==> src/rtl/board_io_ctrl.sv <==
// Board I/O controller: synchronised switches, debounced pushbuttons, an LED register and a
// small register bus with a pending/mask interrupt. Macro BOARD_IO_SWIRQ_EN adds a switch-change event at PEND[BTN_NUM].
module board_io_ctrl #(
    parameter int SW_WIDTH        = 16,
    parameter int LED_WIDTH       = 16,
    parameter int BTN_NUM         = 1,
    parameter int DEBOUNCE_CYCLES = 1000000
) (
    input  logic                 clk_i,
    input  logic                 rst_i,
    input  logic [BTN_NUM-1:0]   btn_i,
    input  logic [SW_WIDTH-1:0]  sw_i,
    output logic [LED_WIDTH-1:0] led_o,
    input  logic                 bus_req_i,
    input  logic                 bus_we_i,
    input  logic [2:0]           bus_addr_i,
    input  logic [31:0]          bus_wdata_i,
    output logic                 bus_ack_o,
    output logic [31:0]          bus_rdata_o,
    output logic                 irq_o
);

`ifdef BOARD_IO_SWIRQ_EN
    localparam int          IRQ_W  = BTN_NUM + 1;
    localparam logic [7:0]  ID_TAG = 8'h11;
`else
    localparam int          IRQ_W  = BTN_NUM;
    localparam logic [7:0]  ID_TAG = 8'h10;
`endif
    localparam int              CNT_W   = $clog2(DEBOUNCE_CYCLES);
    localparam logic [CNT_W-1:0] CNT_MAX = CNT_W'(DEBOUNCE_CYCLES - 1);
    localparam logic [31:0]     ID_VAL  = {ID_TAG, 8'(BTN_NUM), 8'(SW_WIDTH), 8'(LED_WIDTH)};

    logic [BTN_NUM-1:0]   r_btn_meta, r_btn_sync, r_btn_lvl;
    logic [SW_WIDTH-1:0]  r_sw_meta, r_sw_sync;
    logic [CNT_W-1:0]     r_cnt [BTN_NUM];
    logic [LED_WIDTH-1:0] r_led;
    logic [IRQ_W-1:0]     r_pend, r_mask;
    logic                 r_ack;
    logic [31:0]          r_rdata;

    logic [BTN_NUM-1:0]   w_hit, w_rise;
    logic [IRQ_W-1:0]     w_evt, w_pend_clr;
    logic                 w_wr_en;
    logic [31:0]          w_rd_data;
    logic                 w_unused;

    assign w_unused = ^bus_wdata_i;
    assign w_wr_en  = bus_req_i & bus_we_i;

    // Two-flop synchronisers for every raw board input
    always_ff @(posedge clk_i) begin
        if (rst_i) begin
            r_btn_meta <= '0;
            r_btn_sync <= '0;
            r_sw_meta  <= '0;
            r_sw_sync  <= '0;
        end else begin
            r_btn_meta <= btn_i;
            r_btn_sync <= r_btn_meta;
            r_sw_meta  <= sw_i;
            r_sw_sync  <= r_sw_meta;
        end
    end

`ifdef BOARD_IO_SWIRQ_EN
    logic [SW_WIDTH-1:0] r_sw_prev;

    // Previous synced switch sample for change detection
    always_ff @(posedge clk_i) begin
        if (rst_i) begin
            r_sw_prev <= '0;
        end else begin
            r_sw_prev <= r_sw_sync;
        end
    end

    assign w_evt = {|(r_sw_sync ^ r_sw_prev), w_rise};
`else
    assign w_evt = w_rise;
`endif

    // Debounce acceptance: the counter has seen DEBOUNCE_CYCLES-1 differing cycles already
    always_comb begin
        w_hit = '0;
        for (int k = 0; k < BTN_NUM; k++) begin
            w_hit[k] = (r_btn_sync[k] != r_btn_lvl[k]) && (r_cnt[k] == CNT_MAX);
        end
        w_rise = w_hit & ~r_btn_lvl;
    end

    // Per-button debounce counters and accepted levels
    always_ff @(posedge clk_i) begin
        if (rst_i) begin
            r_btn_lvl <= '0;
            for (int k = 0; k < BTN_NUM; k++) begin
                r_cnt[k] <= '0;
            end
        end else begin
            for (int k = 0; k < BTN_NUM; k++) begin
                if (r_btn_sync[k] != r_btn_lvl[k]) begin
                    if (w_hit[k]) begin
                        r_btn_lvl[k] <= ~r_btn_lvl[k];
                        r_cnt[k]     <= '0;
                    end else begin
                        r_cnt[k]     <= r_cnt[k] + CNT_W'(1);
                    end
                end else begin
                    r_cnt[k] <= '0;
                end
            end
        end
    end

    // Read mux over the current register contents; unimplemented bits stay zero
    always_comb begin
        w_rd_data = 32'd0;
        case (bus_addr_i)
            3'd0:    w_rd_data[LED_WIDTH-1:0] = r_led;
            3'd1:    w_rd_data[SW_WIDTH-1:0]  = r_sw_sync;
            3'd2:    w_rd_data[BTN_NUM-1:0]   = r_btn_lvl;
            3'd3:    w_rd_data[IRQ_W-1:0]     = r_pend;
            3'd4:    w_rd_data[IRQ_W-1:0]     = r_mask;
            3'd5:    w_rd_data                = ID_VAL;
            default: w_rd_data                = 32'd0;
        endcase
    end

    // W1C clear vector for the pending register
    always_comb begin
        if (w_wr_en && (bus_addr_i == 3'd3)) begin
            w_pend_clr = bus_wdata_i[IRQ_W-1:0];
        end else begin
            w_pend_clr = '0;
        end
    end

    // Bus registers; event set is OR-ed after the clear so a simultaneous set wins
    always_ff @(posedge clk_i) begin
        if (rst_i) begin
            r_led   <= '0;
            r_pend  <= '0;
            r_mask  <= '0;
            r_ack   <= 1'b0;
            r_rdata <= 32'd0;
        end else begin
            r_ack   <= bus_req_i;
            r_rdata <= (bus_req_i && !bus_we_i) ? w_rd_data : 32'd0;
            r_pend  <= (r_pend & ~w_pend_clr) | w_evt;
            if (w_wr_en && (bus_addr_i == 3'd0)) begin
                r_led <= bus_wdata_i[LED_WIDTH-1:0];
            end
            if (w_wr_en && (bus_addr_i == 3'd4)) begin
                r_mask <= bus_wdata_i[IRQ_W-1:0];
            end
        end
    end

    assign led_o       = r_led;
    assign bus_ack_o   = r_ack;
    assign bus_rdata_o = r_rdata;
    assign irq_o       = |(r_pend & r_mask);

endmodule
==> config.mk <==
export PLATFORM = sky130hd
export DESIGN_NAME = board_io_ctrl
export DESIGN_NICKNAME = d
export VERILOG_FILES = /design/src/rtl/board_io_ctrl.sv
export SDC_FILE = /design/constraint.sdc
export NUM_CORES = 1
export LEC_CHECK = 0
export BUFFER_PORTS_ARGS = -buffer_cell sky130_fd_sc_hd__buf_4
export CORE_ASPECT_RATIO = 0.6
export CORE_MARGIN = 3
export CORE_UTILIZATION = 55
export CTS_CLUSTER_DIAMETER = 120
export DETAILED_ROUTE_END_ITERATION = 10
export PLACE_DENSITY = 0.94
export SLEW_MARGIN = 40
export SYNTH_ARGS = -nofsm -noshare
export SYNTH_HDL_FRONTEND = slang
export SYNTH_SLANG_ARGS = --single-unit
==> constraint.sdc <==
create_clock -name clk_i -period 4.9 [get_ports clk_i]
set_input_delay 0.49 -clock clk_i [delete_from_list [all_inputs] [get_ports clk_i]]
set_output_delay 0.49 -clock clk_i [all_outputs]
set_load 0.005 [all_outputs]
==> results of run 1 <==
-- area by class of cell --
| cell class | count | area [µm²] |
|---|---|---|
| repair buffers | 77 | 578.1 |
| flip-flops and latches | 91 | 2022 |
| well taps | 80 | 100.1 |
| fillers | 389 | 1525 |
| clock buffers | 10 | 127.6 |
| multi-input cells | 257 | 1425 |
| inverters | 3 | 11.26 |
| clock inverters | 6 | 70.07 |
-- cells in the final DEF, fill, tap and decap left out, types with 4 or more instances in the layout --
| master | instances |
|---|---|
| and3_1 | 4 |
| conb_1 | 34 |
| or4_1 | 6 |
| nor2b_1 | 35 |
| or3_1 | 5 |
| buf_4 | 77 |
| edfxtp_1 | 20 |
| nor2_1 | 32 |
| nand2_1 | 42 |
| clkbuf_8 | 9 |
| nand3_1 | 12 |
| o21ai_0 | 8 |
| dfxtp_1 | 71 |
| xor2_1 | 4 |
| mux2i_1 | 14 |
| a21oi_1 | 27 |
| xnor2_1 | 8 |
-- path summary, 6_finish.rpt --
| kind | start | to | slack, ns | cells past startpoint |
|---|---|---|---|---|
| setup / recovery | r_cnt[0][11]$_SDFFCE_PP0P_ | r_cnt[0][14]$_SDFFCE_PP0P_ | 2.59 | 5 |
| hold / removal | sw_i[7] | r_sw_meta[7]$_SDFF_PP0_ | 0.34 | 2 |
| setup reg to reg | r_cnt[0][11]$_SDFFCE_PP0P_ | r_cnt[0][14]$_SDFFCE_PP0P_ | 2.59 | 5 |
| hold reg to reg | r_sw_meta[9]$_SDFF_PP0_ | r_sw_sync[9]$_SDFF_PP0_ | 0.44 | 1 |
-- cells by family (layout without fill, tap and decap cells) --
| kind of cell | count (synthesis) | in the layout | synth area share |
|---|---|---|---|
| xor+xnor | 12 | 12 | 0.02998 |
| compound gates | 40 | 40 | 0.05996 |
| buf+inv | 34 | 96 | 0.05282 |
| flops | 91 | 91 | 0.5767 |
| fa+ha+maj | 1 | 1 | 0.003568 |
| mux | 15 | 15 | 0.04639 |
| other cells | 2 | 34 | 0.002142 |
| simple gates | 155 | 155 | 0.2284 |
-- through the flow --
step	cells	area [µm²]	util	power (mW)
3_3_place_gp	508	4136	0.7060	0.8973
4_1_cts	524	4334	0.7397	1.391
2_1_floorplan	382	3626	-	0.8665
3_5_place_dp	508	4136	0.7060	0.9015
6_report	524	4334	0.7397	1.387
5_1_grt	524	4334	0.7397	1.435
-- flip-flops by register name, summed over array words and instances (netlist names) --
| signal | count |
|---|---|
| r_cnt | 20 |
| bus_rdata_o | 17 |
| led_o | 16 |
| r_sw_meta | 16 |
| r_sw_sync | 16 |
| bus_ack_o | 1 |
| r_btn_lvl | 1 |
| r_btn_meta | 1 |
| r_btn_sync | 1 |
| r_mask | 1 |
| r_pend | 1 |
-- power by group --
part	internal [mW]	switching, mW	leakage (nW)
sequential	0.788	0.0154	0.786
combinational	0.0423	0.0411	0.857
clock	0.242	0.259	0.0982
total	1.07	0.316	1.74
-- worst max-delay path: stages (launching register included) --
cell and delay (ns):
edfxtp_1 0.47, nor4b_1 0.53, nand4_1 0.19, o21ai_1 0.50, buf_4 0.31, a21oi_1 0.07
-- metal layers --
| layer | vias up | track usage | routed length (µm) |
|---|---|---|---|
| li1 | 1313 | - | - |
| met2 | 137 | 0.3295 | 3382 |
| met4 | 0 | 0.06457 | 102 |
| met1 | 1246 | 0.2906 | 3459 |
| met5 | - | 0 | 0 |
| met3 | 14 | 0.07257 | 733 |
==> out/summary.txt, run 1 <==
leading cell type by number of instances after synthesis: dfxtp_1
Commonest cells post-synth: dfxtp_1, nand2_1, nor2b_1
final setup margin: 2.588 ns
IO Port Bufs: 75
fin crit share: 0.4719
Worst VDD drop: 0.2756 mV
nature of the critical path startpoint: register
Synth area leader: dfxtp_1
Placeable Area: 0.005859 mm²
minimum clock period after layout: 2.312 ns
routed vias/inst: 5.172
grt ovf: 0
slew margin rel.: 0.5262
routability congestion estimate: 0.9028
Ant. Diodes: 0
Routed WL per cell: 14.65 µm
CP Data Arrival Time: 2.41 ns
Least-Margin Pin Slew: 0.7049 ns
later-pin clock latency in the skew report: 0.35 ns
warnings from Yosys: 0
Worst EP required: 4.99 ns
Post-Route WL: 7678 µm
hold crit path type: primary input to register
dpl hpwl: 5669 µm
status: complete, no violations
CTS Root Cell: clkbuf_8
register area share after synthesis: 0.5767
drt initial violations: 289
Primary FF master, synth: dfxtp_1
Setup CP Type: register to register
initial antenna violation count: 0
main area contributors after synthesis: dfxtp_1, edfxtp_1, nor2b_1
gr usage total: 0.2146
die span in y: 67.85 µm
first-pass GRT wire length: 11830 µm
Fmax achieved: 0.4325 GHz
ys async rst share: 0
share of cells above drive strength 1: 0.2207
Synth top area share: 0.4054
Area growth, synth to finish: 23.63%
Max FO, Critical Path: 14
initial cell density of the core: 0.5983
setup TNS: 0 ns
DRC Markers: 0
Mapped Avg Cell Area: 10.02 µm²
Post-CTS Setup Bufs: 0
Die Wd: 109.1 µm
total die area: 0.007400 mm²
pwr dens: 320.1 mW/mm²
RSZ-0062 raised after global routing: no
Yosys cell types: 35
Fin. Hold Viols: 0
TritonCTS buffer count: 9
Post-Syn Area: 0.003506 mm²
register bit total from synthesis: 91
H-tree level count: 3
Placement Setup Slack: 2.470 ns
instance count of the mapped netlist: 350
Ports: 106
total number of vias: 2710
Final setup viols: 0
crit end category: register
CTS tree: done
clock sinks: 91
maximum number of pins on one net before global-route repair: 57
antenna-violating nets left: 0
hold buffers post-CTS: 0
max cap viols: 0
nets@finish: 496
CTS resizes: 0
clock buffer depth: 2
number of synthesized flops with an enable pin: 20
Final Max Slew Viols: 0
row cnt: 21
leak pwr: 1.741 nW
Hold Slack: 0.3428 ns
vias in the first global route: 2440
Pre-antenna DRT Iters: 5
Worst-path clk slew: 0.09 ns
clock skew: 0.004818 ns
(Power assumes the default switching activity.)
==> inputs of run 2 (changes only) <==
Settings changed: ABC_AREA from default to 1, CORE_UTILIZATION 55 to 52, PLACE_DENSITY 0.94 to 0.88.
Clock period 4.9 ns to 2.2 ns, I/O delays scaled along.
==> out/summary.txt, run 2 <==
Post-Route WL: 8959 µm (+17%)
reg2reg setup slack: 0.41 ns (-2.18 ns)
clock skew: 0.004083 ns (-0.0007348 ns)
warnings from Yosys: 0 (unchanged)
setup TNS: 0 ns (unchanged)
CTS Root Cell: clkbuf_16
R2R cell count: 7 (+2)
Commonest cells post-synth: nor2_1, nand2_1, dfxtp_1
number of synthesized flops with an enable pin: 20 (unchanged)
hold buffers post-CTS: 0 (unchanged)
largest register by flop count: r_cnt
Post-CTS Setup Bufs: 0 (unchanged)
minimum clock period after layout: 1.790 ns (-0.5222 ns)
most common cell after layout, fill and taps aside: nor2_1
IO Port Bufs: 75 (unchanged)
RSZ-0062 raised after global routing: no
Worst EP required: 2.29 ns (-2.70 ns)
Fmax achieved: 0.5587 GHz (+29%)
antenna-violating nets left: 0 (unchanged)
hold crit path type: primary input to register
initial cell density of the core: 0.5542 (-0.04417)
CP Data Arrival Time: 1.88 ns (-0.53 ns)
leading cell type by number of instances after synthesis: nor2_1
row cnt: 23 (+9.5%)
worst hold start: sw_i[3]
register bit total from synthesis: 91 (unchanged)
Least-Margin Pin Slew: 0.6362 ns (-0.06870 ns)
routed vias/inst: 4.880 (-5.6%)
dpl hpwl: 6638 µm (+17%)
CTS resizes: 0 (unchanged)
slew margin rel.: 0.5748 (+0.04868)
Ant. Diodes: 0 (unchanged)
Die Wd: 116.8 µm (+7.1%)
grt ovf: 0 (unchanged)
Area growth, synth to finish: 22.79%
Placeable Area: 0.006907 mm² (+18%)
clock sinks: 91 (unchanged)
main area contributors after synthesis: dfxtp_1, edfxtp_1, nor2_1
Post-Syn Area: 0.003827 mm² (+9.2%)
instance count of the mapped netlist: 487 (+39%)
Worst-path clk slew: 0.06 ns (-0.03 ns)
DRC Markers: 0 (unchanged)
Critical R2R Capture: r_cnt[0][19]$_SDFFCE_PP0P_
Largest register FFs: 20 (unchanged)
vias in the first global route: 2946 (+21%)
Synth area leader: dfxtp_1
register area share after synthesis: 0.5283 (-0.04845)
CTS tree: done
crit end category: register
TritonCTS buffer count: 9 (unchanged)
met1 Use GR: 0.3295 (+0.03883)
H-tree level count: 3 (unchanged)
die span in y: 72.46 µm (+6.8%)
routability congestion estimate: 0.9095 (+0.74%)
Fill cells: 559 (+44%)
status: complete, no violations
Routed WL per cell: 13.41 µm (-8.5%)
pwr dens: 721.6 mW/mm² (+130%)
max cap viols: 0 (unchanged)
commonest non-fill, non-tap cells in the layout: nor2_1, nand2_1, buf_4, dfxtp_1, inv_1
Setup CP Type: register to register
footprint of the multi-input gates: 0.001458 mm² (+2.3%)
hold depth: 3 (+1)
Final setup viols: 0 (unchanged)
drt initial violations: 314 (+8.7%)
Yosys cell types: 26 (-26%)
Pre-antenna DRT Iters: 5 (unchanged)
fin crit share: 0.8136 (+0.3417)
nature of the critical path startpoint: register
gr usage total: 0.2245 (+0.009862)
Worst VDD drop: 0.4595 mV (+67%)
Max FO, Critical Path: 20 (+6)
Primary FF master, synth: dfxtp_1
total number of vias: 3260 (+20%)
initial antenna violation count: 0 (unchanged)
Fin. Hold Viols: 0 (unchanged)
share of cells above drive strength 1: 0.1704 (-0.05032)
Final Max Slew Viols: 0 (unchanged)
Most Crowded Layer GR: met1
met3 Usage GRT: 0.06500 (-0.007573)
nets@finish: 634 (+28%)
Ports: 106 (unchanged)
leak pwr: 2.114 nW (+21%)
Tot Pwr: 3.391 mW (+140%)
clock buffer depth: 2 (unchanged)
Mapped Avg Cell Area: 7.859 µm² (-22%)
met2 usage: 0.3056 (-0.02390)
total die area: 0.008460 mm² (+14%)
worst r2r src: r_cnt[0][0]$_SDFFCE_PP0P_
ys async rst share: 0 (unchanged)
FF/Latch Area: 0.002022 mm² (unchanged)
Hold Path Sink: r_sw_meta[3]$_SDFF_PP0_
later-pin clock latency in the skew report: 0.34 ns (about the same)
Synth top area share: 0.3714 (-0.03406)
maximum number of pins on one net before global-route repair: 46 (-19%)
first-pass GRT wire length: 14370 µm (+21%)
==> run 2: changes by cell type in the layout (fill, tap and decap cells not counted), sizes merged, moves of 6 or more <==
cell and change:
nand2 +48, xnor2 -6, nor2 +62, or4 -6, inv +64, nand3 +36, mux2i -14, nor2b -35
==> run 2: worst max-delay path by stage <==
stage / start / end / slack [ns]
6_report: r_cnt[0][0]$_SDFFCE_PP0P_ / r_cnt[0][19]$_SDFFCE_PP0P_ / 0.41
5_1_grt: r_cnt[0][0]$_SDFFCE_PP0P_ / r_cnt[0][6]$_SDFFCE_PP0P_ / 0.25
4_1_cts: r_cnt[0][0]$_SDFFCE_PP0P_ / r_cnt[0][6]$_SDFFCE_PP0P_ / 0.41
3_5_place_dp: r_cnt[0][0]$_SDFFCE_PP0P_ / r_cnt[0][2]$_SDFFCE_PP0P_ / 0.42
3_3_place_gp: r_cnt[0][0]$_SDFFCE_PP0P_ / r_cnt[0][19]$_SDFFCE_PP0P_ / 0.51
2_1_floorplan: r_cnt[0][0]$_SDFFCE_PP0P_ / r_cnt[0][19]$_SDFFCE_PP0P_ / 0.74
==> run 2: cell families (layout without fill, tap and decap cells) <==
kind of cell,count (synthesis),in the layout,share of synthesized area
buf+inv,100,162,0.1223
fa+ha+maj,1,1,0.003269
xor+xnor,10,10,0.02288
simple gates,240,240,0.2632
other cells,2,34,0.001962
flops,91,91,0.5283
compound gates,43,43,0.05819
==> run 2: final cells by class <==
class	instances	share of cell area
multi-input cells	328	0.3102
well taps	87	0.02316
inverters	69	0.05511
clock buffers	9	0.04792
flip-flops and latches	91	0.4302
repair buffers	78	0.1246
clock inverters	6	0.008786
==> run 2: worst max-delay path, stage by stage, from the launching register on <==
cell and delay (ns):
edfxtp_1 0.39, ha_1 0.23, nand3_1 0.22, nor2_1 0.20, nand3_1 0.09, nand3_1 0.07, buf_4 0.25, nor2_1 0.08
==> run 2: where the power goes <==
part | leakage [nW] | switching [mW] | internal [mW]
clock | 0.132 | 0.626 | 0.760
sequential | 0.786 | 0.0335 | 1.76
combinational | 1.20 | 0.124 | 0.0900
==> run 2: through the flow <==
stage | util | setup slack (ns) | hold WS, ns | area, µm² | instances
after global routing | 0.6804 | 0.2489 | 0.07420 | 4700 | 668
final | 0.6804 | 0.4101 | 0.07711 | 4700 | 668
after floorplan | - | 0.7401 | 0.2985 | 3948 | 519
after global placement | 0.6418 | 0.5122 | 0.3912 | 4433 | 653
after CTS | 0.6804 | 0.4105 | 0.06757 | 4700 | 668
after detailed placement | 0.6418 | 0.4241 | 0.3927 | 4433 | 653
==> run 2: layer usage <==
metal	wire length (µm)	vias up
met4	168	0
li1	-	1643
met2	3630	154
met5	0	-
met3	1018	16
met1	4142	1447
